`src/rtl/ram_byte_master.sv`:
```
// ram_byte_master: turns one CPU byte/half/word request into sequential byte
// accesses on a byte-wide single-port RAM. Little-endian, unaligned allowed.
// Latency: 1 + N*RAM_LATENCY + stall cycles from accepting edge to done high.
// Backpressure: loads stall while i_ramBusy is high; after TIMEOUT stall
// cycles on one byte the request aborts with o_error. Stores ignore busy.
//
// Ports:
//   i_clk, i_reset            clock, asynchronous active-high reset
//   i_req                     request strobe, sampled only in IDLE
//   i_write, i_size, i_addr,  request: 1=store; 00 byte, 01 half, 10 word,
//   i_wdata                   11 illegal; LSB byte address; store data
//   o_rdata                   load result, zero-extended
//   o_busy, o_done, o_error   status; done/error are one-cycle pulses
//   o_ramAddr, o_ramDataOut,  to RAM addrA / dataIn / writeEnable
//   o_ramWriteEnable
//   i_ramDataIn, i_ramBusy    from RAM outA / busyA
module ram_byte_master #(
  parameter int ADDRESS_WIDTH = 32,
  parameter int RAM_LATENCY   = 1,
  parameter int TIMEOUT       = 64
) (
  input  logic                     i_clk,
  input  logic                     i_reset,
  input  logic                     i_req,
  input  logic                     i_write,
  input  logic [1:0]               i_size,
  input  logic [ADDRESS_WIDTH-1:0] i_addr,
  input  logic [31:0]              i_wdata,
  output logic [31:0]              o_rdata,
  output logic                     o_busy,
  output logic                     o_done,
  output logic                     o_error,
  output logic [ADDRESS_WIDTH-1:0] o_ramAddr,
  output logic [7:0]               o_ramDataOut,
  output logic                     o_ramWriteEnable,
  input  logic [7:0]               i_ramDataIn,
  input  logic                     i_ramBusy
);

  typedef enum logic [1:0] {
    ST_IDLE,
    ST_ACCESS,
    ST_DONE
  } state_t;

  // Counters hold "cycles already spent", so the limit is compared against
  // the value minus one: the current cycle is the last one when they match.
  localparam logic [3:0] LAT_LAST = 4'(RAM_LATENCY - 1);
  localparam logic [7:0] TO_LAST  = 8'(TIMEOUT - 1);

  state_t                   r_state;
  logic                     r_write;
  logic [1:0]               r_last;    // N-1: index of the final byte
  logic [1:0]               r_idx;
  logic [ADDRESS_WIDTH-1:0] r_addr;
  logic [31:0]              r_wdata;
  logic [3:0]               r_lat;
  logic [7:0]               r_stall;
  logic [31:0]              r_rdata;
  logic                     r_busy;
  logic                     r_done;
  logic                     r_error;
  logic [ADDRESS_WIDTH-1:0] r_ram_addr;
  logic [7:0]               r_ram_dout;
  logic                     r_ram_we;

  logic                     w_lat_met;
  logic                     w_byte_ok;
  logic                     w_timeout;
  logic [1:0]               w_next_idx;
  logic [ADDRESS_WIDTH-1:0] w_next_addr;
  logic [7:0]               w_next_wbyte;
  logic [1:0]               w_req_last;

  assign w_lat_met    = (r_lat == LAT_LAST);
  // Stores complete on latency alone; loads additionally need the RAM idle.
  assign w_byte_ok    = r_write | ~i_ramBusy;
  assign w_timeout    = (r_stall == TO_LAST);
  assign w_next_idx   = r_idx + 2'd1;
  // Offset from the latched base so the address wraps modulo 2^ADDRESS_WIDTH.
  assign w_next_addr  = r_addr + ADDRESS_WIDTH'(w_next_idx);
  assign w_next_wbyte = r_wdata[{w_next_idx, 3'b000} +: 8];

  always_comb begin
    w_req_last = 2'd0;
    case (i_size)
      2'b00:   w_req_last = 2'd0;
      2'b01:   w_req_last = 2'd1;
      2'b10:   w_req_last = 2'd3;
      default: w_req_last = 2'd0;
    endcase
  end

  always_ff @(posedge i_clk or posedge i_reset) begin
    if (i_reset) begin
      r_state    <= ST_IDLE;
      r_write    <= 1'b0;
      r_last     <= 2'd0;
      r_idx      <= 2'd0;
      r_addr     <= '0;
      r_wdata    <= 32'd0;
      r_lat      <= 4'd0;
      r_stall    <= 8'd0;
      r_rdata    <= 32'd0;
      r_busy     <= 1'b0;
      r_done     <= 1'b0;
      r_error    <= 1'b0;
      r_ram_addr <= '0;
      r_ram_dout <= 8'd0;
      r_ram_we   <= 1'b0;
    end else begin
      case (r_state)
        ST_IDLE: begin
          if (i_req) begin
            r_busy <= 1'b1;
            if (i_size == 2'b11) begin
              // Illegal size: report immediately, leave the RAM side alone.
              r_state <= ST_DONE;
              r_done  <= 1'b1;
              r_error <= 1'b1;
            end else begin
              r_state    <= ST_ACCESS;
              r_write    <= i_write;
              r_last     <= w_req_last;
              r_addr     <= i_addr;
              r_wdata    <= i_wdata;
              r_idx      <= 2'd0;
              r_lat      <= 4'd0;
              r_stall    <= 8'd0;
              r_rdata    <= 32'd0;
              r_ram_addr <= i_addr;
              if (i_write) begin
                r_ram_dout <= i_wdata[7:0];
                r_ram_we   <= 1'b1;
              end
            end
          end
        end

        ST_ACCESS: begin
          if (!w_lat_met) begin
            r_lat <= r_lat + 4'd1;
          end else if (w_byte_ok) begin
            if (!r_write) begin
              r_rdata[{r_idx, 3'b000} +: 8] <= i_ramDataIn;
            end
            if (r_idx == r_last) begin
              r_ram_we <= 1'b0;
              r_state  <= ST_DONE;
              r_done   <= 1'b1;
            end else begin
              r_idx      <= w_next_idx;
              r_ram_addr <= w_next_addr;
              r_lat      <= 4'd0;
              r_stall    <= 8'd0;
              if (r_write) begin
                r_ram_dout <= w_next_wbyte;
              end
            end
          end else if (w_timeout) begin
            // Abort: uncaptured bytes stay zero from the clear at accept.
            r_ram_we <= 1'b0;
            r_state  <= ST_DONE;
            r_done   <= 1'b1;
            r_error  <= 1'b1;
          end else begin
            r_stall <= r_stall + 8'd1;
          end
        end

        ST_DONE: begin
          r_state <= ST_IDLE;
          r_done  <= 1'b0;
          r_error <= 1'b0;
          r_busy  <= 1'b0;
        end

        default: begin
          r_state  <= ST_IDLE;
          r_done   <= 1'b0;
          r_error  <= 1'b0;
          r_busy   <= 1'b0;
          r_ram_we <= 1'b0;
        end
      endcase
    end
  end

  assign o_rdata          = r_rdata;
  assign o_busy           = r_busy;
  assign o_done           = r_done;
  assign o_error          = r_error;
  assign o_ramAddr        = r_ram_addr;
  assign o_ramDataOut     = r_ram_dout;
  assign o_ramWriteEnable = r_ram_we;

endmodule

```
`config.mk`:
```
export PLATFORM = sky130hd
export DESIGN_NAME = ram_byte_master
export DESIGN_NICKNAME = d
export VERILOG_FILES = /design/src/rtl/ram_byte_master.sv
export SDC_FILE = /design/constraint.sdc
export NUM_CORES = 1
export LEC_CHECK = 0
export BUFFER_PORTS_ARGS = -buffer_cell sky130_fd_sc_hd__buf_2
export CORE_MARGIN = 3
export CORE_UTILIZATION = 60
export CTS_BUF_LIST = sky130_fd_sc_hd__clkbuf_4 sky130_fd_sc_hd__clkbuf_8 sky130_fd_sc_hd__clkbuf_16
export DETAILED_ROUTE_END_ITERATION = 10
export PLACE_DENSITY = 0.86
export SYNTH_ARGS = -nofsm -noshare
export SYNTH_HDL_FRONTEND = slang
export SYNTH_SLANG_ARGS = --single-unit
```
`constraint.sdc`:
```
create_clock -name i_clk -period 7.6 [get_ports i_clk]
set_input_delay 0.76 -clock i_clk [delete_from_list [all_inputs] [get_ports i_clk]]
set_output_delay 0.76 -clock i_clk [all_outputs]
set_load 0.05 [all_outputs]
```
==> run metrics <==
CP bufs+invs=1; Chip Height=around 120 microns; clock latency on the worst-skew pair=~0.43 ns; worst min-delay path class=flip-flop to flip-flop; port bufs=154; Clock H-tree levels=4; r2r startpoint=r_idx[0]; post-CTS sizing=0; Power Density=roughly 450 nW/um^2; cell repeated most along the worst path=ha_1; Yosys Warn Count=0; Final #Nets=1083; I/O Pins=155; CP required=about 7.9 ns; clock buffer depth=2; global-route wire length before repair=around 33000 microns; Initial Utilization=a little over three fifths; fin crit period=3.80 ns; RSZ-0062 raised after global routing=false; total global routing overflow=0; GRT Max-Usage Layer=met2; Mapped Nets=about 950; hold_sp=r_wdata[21]; Tcrit/Tclk final=50.0%; fraction of layout cells with a size suffix above 1=22.7%; Synth cell types=between 60 and 70; DRT Pass-1 Iters=5; Worst Clk Skew=~0.011 ns; Yosys top cell area share=around 51%; drt initial violations=699; via count=between 6000 and 7000; Worst VDD drop=between 0.0002 and 0.0003 V; setup slack after placement=about 3.9 ns; Setup violations, final=0; Seq cells post-synth=around 160; CTS tree=yes; Area Overhead vs Synth=19.0%; drt drc=0; Rel. slew slack=between 30% and 40%; CP max FO=16; setup TNS=0 ns; Final WS setup=around 3.8 ns; critical path's largest stage delay=just under 0.9 ns; slowest CP cell=ha_1; HPWL after DPL=approximately 13000 microns; met2 Use GR=45.9%; Final Hold Viols=0; die width=roughly 120 microns; worst setup path class=flip-flop to flip-flop; Setup Fix Bufs, Post-CTS=0; Hold Slack=0.471 ns; EDFF count, synth=0; Die Area=14400 sq um; GP Congestion=0.847; Crit. End Element=flip-flop; met1 Track Usage GR=between 30 and 40%; Finished Layout Cells=about 1200; synth top area cells=dfrtp_1 51%, nand2_1 14%, o21ai_0 2.7%, mux4_2 2.3%, nor2_1 2.0%; Slew Viols, Final=0; Max-Cap Viols=0; Hold Path End=r_wdata[21]; vias in the first global route=around 6700; total wire length=about 20000 microns; area post-placement=between 8000 and 9000 sq um; Worst-Margin Slew=roughly 0.96 ns; Hold Path Stages=2; Site Rows=40; Syn Area/Cell=a little over 9 sq um; Static Leak=~4.6 nW; clock-pin slew on the worst setup and hold paths=around 0.070 ns; FF-to-FF setup slack=~3.8 ns; Synth area leader=dfrtp_1; remaining antenna violation count=0; cell total after placement=approximately 1100; Final Cell Area=just over 9000 sq um; Avg WL per Cell=17.2 microns; outcome=finished, final reports clean; FMAX=263 MHz; maximum number of pins on one net before global-route repair=98; WP data arrival=roughly 4.1 ns; Mapped Area=around 7800 sq um; GRT Total Usage=between 20 and 30%; hold_buf cts=0; drt via density=around 5.8; Core Footprint=about 12000 sq um; Cell Chain, Critical Path=inv_1 > ha_1 > ha_1 > a21oi_1 > or3_4 > nor4_2 > nor3_1 > o31ai_1; final core occ=~75%; top_reg_cell synth=dfrtp_1; reg2reg end=o_ramAddr[15]; Seq/Total Area, Yosys=between 50% and 60%; Synth Instances=roughly 850; total power=~4.2 mW; R2R depth=8; clk sink count=between 150 and 200; root buf cell=clkbuf_16; Worst Setup Start Kind=flip-flop; initial antenna violation count=2; cts bufs inserted=17; grt met3 use=a little over 6%; Post-synth ARST share=100%; CP delay by family, top=adder cells
==> cell usage after synthesis, types with 2 or more instances <==
cell type	instances
ha_1	11
nand2b_1	4
buf_1	2
a21oi_1	14
nand4_1	12
nor2b_1	3
o21ai_0	42
nor3_1	11
nand2_1	299
mux2_2	2
a211o_1	3
mux2i_1	4
a211oi_1	2
and2_1	7
o21ai_1	15
mux4_2	8
nand3_1	26
and3_1	6
a31oi_1	13
a22oi_1	8
nor2_1	41
a21o_1	4
nor4_1	2
a32o_1	2
xor2_1	17
dfrtp_1	159
o22ai_1	4
buf_4	4
inv_1	25
and4_1	9
buf_2	18
clkbuf_1	17
nor4_4	2
o211ai_1	7
o31ai_1	6
or3_1	3
xnor2_1	11
==> area by class of cell <==
type                       count  area (sq um)
antenna                        2          5.00
clock buffer                  19           453
clock inverter                13           163
fill                         926          3060
inverter                      26           103
multi-input combinational    628          3520
sequential                   159          3980
tap                          168           210
timing repair buffer         160           816
==> worst register-to-register path, cell delays in order, from the launching register on <==
cell     delay [ns]
dfrtp_1        0.74
inv_1          0.27
ha_1           0.90
ha_1           0.37
a21oi_1        0.66
or3_4          0.29
nor4_2         0.06
nor3_1         0.27
o31ai_1        0.12
==> sequential cells by signal, summed over array words and instances, names as in the netlist <==
name and count:
r_wdata 32, r_write 1, o_busy 1, o_ramAddr 32, o_error 1, o_rdata 32
r_stall 8, r_lat 4, r_state 2, r_idx 2, o_ramWriteEnable 1, r_last 2
o_ramDataOut 8, r_addr 32, o_done 1
==> routing by layer <==
metal,up-vias,share of wire (%),wire length [microns]
li1,3157,-,-
met2,316,48,9770
met5,-,0,0
met4,0,2.1,415
met1,3352,42,8440
met3,43,7.7,1550
==> report_power, final <==
part	switching (mW)	internal [mW]
clock	0.348	0.535
sequential	0.301	1.17
combinational	1.29	0.561
==> placed cells by master (no fill, tap or decap), drive strengths merged, types with 8 or more instances in the layout <==
cell type	instances
a21oi	15
a22oi	8
a31oi	13
and4	10
buf	160
clkbuf	19
dfrtp	159
ha	11
inv	27
mux4	8
nand2	300
nand3	27
nand4	14
nor2	42
nor3	12
o21ai	57
xnor2	11
xor2	17
==> worst max path at each step <==
| stage | from | end | slack [ns] | cells past startpoint |
|---|---|---|---|---|
| floorplan | i_reset | o_busy | 2.55 | 1 |
| global route | r_idx[0] | o_ramAddr[19] | 3.51 | 8 |
| CTS | r_idx[0] | o_ramAddr[26] | 3.85 | 8 |
| finish | r_idx[0] | o_ramAddr[15] | 3.80 | 8 |
| global placement | r_idx[0] | o_ramAddr[26] | 3.97 | 8 |
| detailed placement | r_idx[0] | o_ramAddr[26] | 3.87 | 8 |
==> logic make-up (layout without fill, tap and decap cells) <==
kind of cell	count (synthesis)	count (layout)	synth area share, %
AND/OR/NAND/NOR	441	441	25.7
flip-flops	159	159	51.2
AO/OA/AOI/OAI	133	133	11.1
buffers and inverters	67	218	3.72
XOR/XNOR	28	28	3.16
multiplexers	14	14	3.12
adder cells (fa/ha/maj)	12	12	2.03
other	0	2	0
(Power assumes the default switching activity.)
